`config.mk`:
```
export PLATFORM = sky130hd
export DESIGN_NAME = hpdcache_flush_sweep
export DESIGN_NICKNAME = d
export VERILOG_FILES = /design/src/rtl/hpdcache_flush_sweep.sv
export SDC_FILE = /design/constraint.sdc
export NUM_CORES = 1
export LEC_CHECK = 0
export CORE_MARGIN = 2
export CORE_UTILIZATION = 47
export CTS_CLUSTER_DIAMETER = 30
export DETAILED_ROUTE_END_ITERATION = 12
export GPL_ROUTABILITY_DRIVEN = 1
export PLACE_DENSITY_LB_ADDON = 0.12
export SETUP_SLACK_MARGIN = 0.5
export SYNTH_ARGS = -nofsm -noshare
export SYNTH_HDL_FRONTEND = slang
export SYNTH_SLANG_ARGS = --single-unit
export TNS_END_PERCENT = 30
```
`constraint.sdc`:
```
create_clock -name clk_i -period 3.7 [get_ports clk_i]
set_input_delay 0.555 -clock clk_i [delete_from_list [all_inputs] [get_ports clk_i]]
set_output_delay 0.555 -clock clk_i [all_outputs]
set_load 0.02 [all_outputs]
```
`src/rtl/hpdcache_flush_sweep.sv`:
```
// Full-cache flush sequencer: walks every directory set, hands each valid
// dirty line to the flush controller, cleans (or invalidates) the directory
// entries, then waits for the flush controller to drain before completing.
//
// state | meaning
// ------+--------------------------------------------------------------
// IDLE  | waiting for a sweep request
// READ  | directory read strobe for set_q
// SCAN  | capture valid/dirty/tags returned by the directory
// ALLOC | one flush allocation per pending dirty way, lowest way first
// INVAL | invalidate the clean valid ways of set_q (invalidate mode)
// DRAIN | all sets visited, waiting for outstanding write-backs
// DONE  | one-cycle completion pulse
module hpdcache_flush_sweep #(
    parameter int unsigned SETS      = 64,
    parameter int unsigned WAYS      = 8,
    parameter int unsigned TAG_WIDTH = 20,
    localparam int unsigned SetWidth   = $clog2(SETS),
    localparam int unsigned NlineWidth = TAG_WIDTH + SetWidth
) (
    input  logic                      clk_i,
    input  logic                      rst_ni,
    input  logic                      sweep_req_i,
    input  logic                      sweep_inval_i,
    output logic                      sweep_busy_o,
    output logic                      sweep_done_o,
    output logic                      dir_read_o,
    output logic [SetWidth-1:0]       dir_read_set_o,
    input  logic [WAYS-1:0]           dir_valid_i,
    input  logic [WAYS-1:0]           dir_dirty_i,
    input  logic [WAYS*TAG_WIDTH-1:0] dir_tag_i,
    output logic                      dir_upd_o,
    output logic [SetWidth-1:0]       dir_upd_set_o,
    output logic [WAYS-1:0]           dir_upd_way_o,
    output logic                      dir_upd_inval_o,
    output logic                      flush_alloc_o,
    input  logic                      flush_alloc_ready_i,
    output logic [NlineWidth-1:0]     flush_alloc_nline_o,
    output logic [WAYS-1:0]           flush_alloc_way_o,
    output logic                      flush_alloc_inval_o,
    input  logic                      flush_empty_i
);

    typedef enum logic [2:0] {
        S_IDLE,
        S_READ,
        S_SCAN,
        S_ALLOC,
        S_INVAL,
        S_DRAIN,
        S_DONE
    } state_e;

    state_e                     state_q, state_d;
    logic [SetWidth-1:0]        set_q, set_d;
    logic                       inval_q, inval_d;
    logic [WAYS-1:0]            pend_q, pend_d;
    logic [WAYS-1:0]            clean_q, clean_d;
    logic [WAYS*TAG_WIDTH-1:0]  tag_q, tag_d;

    logic [WAYS-1:0]            sel_oh;
    logic [TAG_WIDTH-1:0]       sel_tag;
    logic                       last_set;

    // Lowest pending way as a one-hot vector, and its captured tag.
    always_comb begin
        sel_oh  = pend_q & (~pend_q + WAYS'(1));
        sel_tag = '0;
        for (int unsigned w = 0; w < WAYS; w++) begin
            if (sel_oh[w]) begin
                sel_tag = tag_q[w*TAG_WIDTH +: TAG_WIDTH];
            end
        end
    end

    // The set counter never wraps; the last set is detected by equality.
    assign last_set     = (set_q == SetWidth'(SETS - 1));
    assign sweep_busy_o = (state_q != S_IDLE);

    // Next-state and output decode; every output idles at zero.
    always_comb begin
        state_d             = state_q;
        set_d               = set_q;
        inval_d             = inval_q;
        pend_d              = pend_q;
        clean_d             = clean_q;
        tag_d               = tag_q;
        sweep_done_o        = 1'b0;
        dir_read_o          = 1'b0;
        dir_read_set_o      = '0;
        dir_upd_o           = 1'b0;
        dir_upd_set_o       = '0;
        dir_upd_way_o       = '0;
        dir_upd_inval_o     = 1'b0;
        flush_alloc_o       = 1'b0;
        flush_alloc_nline_o = '0;
        flush_alloc_way_o   = '0;
        flush_alloc_inval_o = 1'b0;

        case (state_q)
            S_IDLE: begin
                if (sweep_req_i) begin
                    inval_d = sweep_inval_i;
                    set_d   = '0;
                    state_d = S_READ;
                end
            end
            S_READ: begin
                dir_read_o     = 1'b1;
                dir_read_set_o = set_q;
                state_d        = S_SCAN;
            end
            S_SCAN: begin
                pend_d  = dir_valid_i & dir_dirty_i;
                clean_d = dir_valid_i & ~dir_dirty_i;
                tag_d   = dir_tag_i;
                state_d = S_ALLOC;
            end
            S_ALLOC: begin
                if (pend_q != '0) begin
                    flush_alloc_o       = 1'b1;
                    flush_alloc_nline_o = {sel_tag, set_q};
                    flush_alloc_way_o   = sel_oh;
                    flush_alloc_inval_o = inval_q;
                    if (flush_alloc_ready_i) begin
                        pend_d          = pend_q & ~sel_oh;
                        dir_upd_o       = 1'b1;
                        dir_upd_set_o   = set_q;
                        dir_upd_way_o   = sel_oh;
                        dir_upd_inval_o = inval_q;
                    end
                end else if (inval_q && (clean_q != '0)) begin
                    state_d = S_INVAL;
                end else if (last_set) begin
                    state_d = S_DRAIN;
                end else begin
                    set_d   = set_q + SetWidth'(1);
                    state_d = S_READ;
                end
            end
            S_INVAL: begin
                dir_upd_o       = 1'b1;
                dir_upd_set_o   = set_q;
                dir_upd_way_o   = clean_q;
                dir_upd_inval_o = 1'b1;
                if (last_set) begin
                    state_d = S_DRAIN;
                end else begin
                    set_d   = set_q + SetWidth'(1);
                    state_d = S_READ;
                end
            end
            S_DRAIN: begin
                if (flush_empty_i) begin
                    state_d = S_DONE;
                end
            end
            S_DONE: begin
                sweep_done_o = 1'b1;
                state_d      = S_IDLE;
            end
            default: begin
                state_d = S_IDLE;
            end
        endcase
    end

    // State and sweep-context registers with synchronous reset.
    always_ff @(posedge clk_i) begin
        if (!rst_ni) begin
            state_q <= S_IDLE;
            set_q   <= '0;
            inval_q <= 1'b0;
            pend_q  <= '0;
            clean_q <= '0;
            tag_q   <= '0;
        end else begin
            state_q <= state_d;
            set_q   <= set_d;
            inval_q <= inval_d;
            pend_q  <= pend_d;
            clean_q <= clean_d;
            tag_q   <= tag_d;
        end
    end

endmodule

```
==> impl_metrics.py <==
metrics = {
    "clock_network": {
        "cts_made_buffers": 17,
        "cts_hold_buf": 0,
        "cts_sinks": 186,
        "clkTransAtPathRegs_ns": 0.07,
        "cts_buffer_depth": 2,
        "cts-root-buf": "clkbuf_16",
        "clk_latency_ns": 0.44,
        "cts_tree": "yes",
        "htreeDepth": 4,
    },
    "sta": {
        "fin_tns_setup_ns": 0,
        "setup_violations": 0,
        "slew_violations": 0,
        "finalClockSkew_ns": 0.01082,
        "rsz0062_at_grt": "yes",
        "hold_violations": 0,
        "fin_crit_ns": 3.403,
        "slew_headroom_pct": 53.05,
        "tightest_slew_ns": 0.7043,
        "clock.fmax_ghz": 0.2939,
        "period_share_pct": 91.97,
    },
    "drt": {
        "vias": 8883,
        "via_per_inst": 5.559,
        "drtIter0Drc": 840,
        "dr.pass1.iters": 6,
        "antenna_left": 0,
        "wire_per_inst_microns": 17.87,
        "route.detailed.drc": 0,
        "wl_microns": 28550,
    },
    "synthesis": {
        "synth_mux_area_share_pct": 0.1124,
        "synth-seq-cells": 186,
        "ys_seq_area_share_pct": 41.82,
        "synth_xor_xnor_area_share_pct": 0,
        "synth-simple-area-share_pct": 24.65,
        "yosys_most_used_dff": "dfxtp_1",
        "syn_inst": 1172,
        "synth-async-reset-ratio_pct": 0,
        "synth_top_area_cell": "dfxtp_1",
        "synth_top_area_share_pct": 41.82,
        "synth.avg_cell_area_sq_um": 7.597,
        "synth_compound_area_share_pct": 27.95,
        "synth_top_family_by_area": "compound AO/OA/AOI/OAI gates",
        "synth_warnings": 0,
        "syn-num-nets": 1355,
        "synth-edff-count": 0,
        "synth_area_sq_mm": 0.008904,
        "synthAdderAreaFrac_pct": 0.1405,
        "synth_area_leaders": "dfxtp_1 42%, nand2_1 17%, a21boi_0 15%",
        "synthDistinctLibCells": 50,
    },
    "worst_hold_path": {
        "hp-class": "register to register",
        "hp-start": "tag_q[112]",
        "hold_depth": 2,
        "min_to": "tag_q[112]",
    },
    "setup_path": {
        "end_kind": "output pin",
        "crit_buf_inv": 1,
        "cp.arrival_ns": 2.85,
        "cp_max_fo": 9,
        "r2r_slack_ns": 1.53,
        "critPathKind": "register to output pin",
        "cp_common_cell": "a221oi_1",
        "worstReg2RegEnd": "pend_q[4]",
        "worst_path_max_delay_cell": "clkdlybuf4s50_1",
        "worstPathRequired_ns": 3.14,
        "startpoint": "pend_q[1]",
        "r2r_start": "pend_q[1]",
        "cp_top_family": "simple AND/OR/NAND/NOR gates",
        "r2r_cells": 6,
        "path_cells": "or4_4 > nor2_2 > and2_1 > a221oi_1 > a221oi_1 > clkdlybuf4s50_1",
        "cp-start-kind": "register",
        "max_stage_delay_ns": 0.72,
    },
    "power": {
        "power.leakage_nw": 4.390,
        "irDropWorstVdd_v": 0.0003639,
        "power_mw": 4.716,
        "power_density_mw_per_mm2": 391.0,
    },
    "finish": {
        "synthToLayoutAreaGrowth_pct": 35.47,
        "antennaDiodeCount": 0,
        "final_common_cell": "nand2_1",
        "nFillCells": 1703,
        "nNetsFinal": 1535,
        "fin_util_pct": 64.70,
        "layout_common_cells": "401 x nand2_1, 211 x clkdlybuf4s50_1, 181 x dfxtp_1",
        "drive_gt1_share_pct": 6.452,
    },
    "floorplan": {
        "rows": 50,
        "dieArea_sq_mm": 0.02006,
        "pin_count": 243,
        "core_area_sq_mm": 0.01864,
        "die_x_microns": 141.6,
        "die_height_microns": 141.6,
        "start_util_pct": 47.76,
    },
    "job": {
        "max_cap_violations": 0,
    },
    "global_route": {
        "grt_pass1_vias": 8118,
        "antenna_found_initial": 0,
        "gr-total-overflow": 0,
        "grt_use_total_pct": 28.04,
        "grt_pass1_wl_microns": 43630,
        "grt_max_degree": 182,
    },
    "placement": {
        "portBuffers": 242,
        "globalplace.congestion": 0.8516,
        "place_hpwl_microns": 20080,
    },
    "run_status": {
        "status": "finished clean",
    },
}
[metrics by stage]
stage,instance area (sq um),cells,setup slack [ns],hold slack [ns]
5_1_grt,12060,1598,0.2054,0.4864
4_1_cts,12000,1596,0.2854,0.4652
2_1_floorplan,8904,1172,0.9469,0.4383
3_3_place_gp,11420,1565,0.5879,0.4510
3_5_place_dp,11420,1565,0.5097,0.4562
6_report,12060,1598,0.2972,0.4640
[worst register-to-register path, stage by stage (launching register included)]
cell and delay, ns:
dfxtp_2 0.38, or4_4 0.61, nor3_4 0.27, buf_4 0.15
o21a_1 0.29, o21ai_0 0.14, a21boi_0 0.22
[cells in the mapped netlist (2+ instances only)]
cell / number
a32oi_1: 2
nor2_1: 26
a211oi_1: 3
nor2b_1: 4
o211ai_1: 22
or4_1: 3
clkbuf_1: 93
a221oi_1: 37
a21boi_0: 177
a21oi_1: 52
dfxtp_1: 186
nor3_1: 4
nand2b_1: 4
buf_6: 2
and4_1: 2
or2_2: 2
nand3b_1: 10
inv_1: 18
buf_1: 6
nand2_1: 403
o22ai_1: 16
or3_1: 4
and3_1: 5
nor3b_1: 4
o31ai_1: 2
a22oi_1: 5
and2_1: 24
nand3_1: 9
nor4_1: 3
a31oi_1: 2
a32o_1: 5
o21ai_0: 19
[how the worst max path moves through the flow]
| stage | endpoint | slack (ns) | depth (start not counted) |
|---|---|---|---|
| after global routing | flush_alloc_nline_o[18] | 0.21 | 6 |
| after floorplan | flush_alloc_nline_o[13] | 0.95 | 7 |
| after CTS | flush_alloc_nline_o[9] | 0.29 | 6 |
| after detailed placement | flush_alloc_nline_o[25] | 0.51 | 6 |
| after global placement | flush_alloc_nline_o[25] | 0.59 | 6 |
| final | flush_alloc_nline_o[18] | 0.30 | 6 |
[cells by family after synthesis]
group | Yosys count
muxes | 1
and+or+nand+nor | 514
adders and majority gates | 1
buffers and inverters | 121
DFF | 186
AOI/OAI and AO/OA | 349
[sequential cells by signal, summed over array words and instances (netlist names)]
signal / flops
inval_q: 1
clean_q: 8
tag_q: 160
state_q: 3
set_q: 6
pend_q: 8
[layout make-up]
type                            count  area, sq um  area share (%)
Multi-Input combinational cell    865         4750           39.38
Inverter                           18        67.56          0.5602
Timing Repair Buffer              264         2661           22.06
Sequential cell                   186         3730           30.92
Tap cell                          234        292.8           2.427
Clock inverter                     14        135.1           1.120
Clock buffer                       17        425.4           3.527
[power breakdown]
group	switching, mW	internal (mW)	leakage [nW]
Sequential	0.0867	2.12	1.51
Combinational	0.397	0.350	2.60
Clock	0.876	0.888	0.274
Total	1.36	3.36	4.39
[timing repair]
item / in CTS / in global routing
setup buffers: 0 / 2
pin swaps: 0 / 2
resized for setup: 58 / 20
endpoints found under the setup margin: 45 / 50
[metal layers]
layer | up-vias | track usage, % | wire, microns
met4 | 0 | 9.895 | 728
met3 | 44 | 6.277 | 2272
met1 | 4110 | 37.68 | 12670
met5 | - | 0 | 0
li1 | 4346 | - | -
met2 | 383 | 44.58 | 12880
No activity file was read; power rests on OpenSTA's default activity.
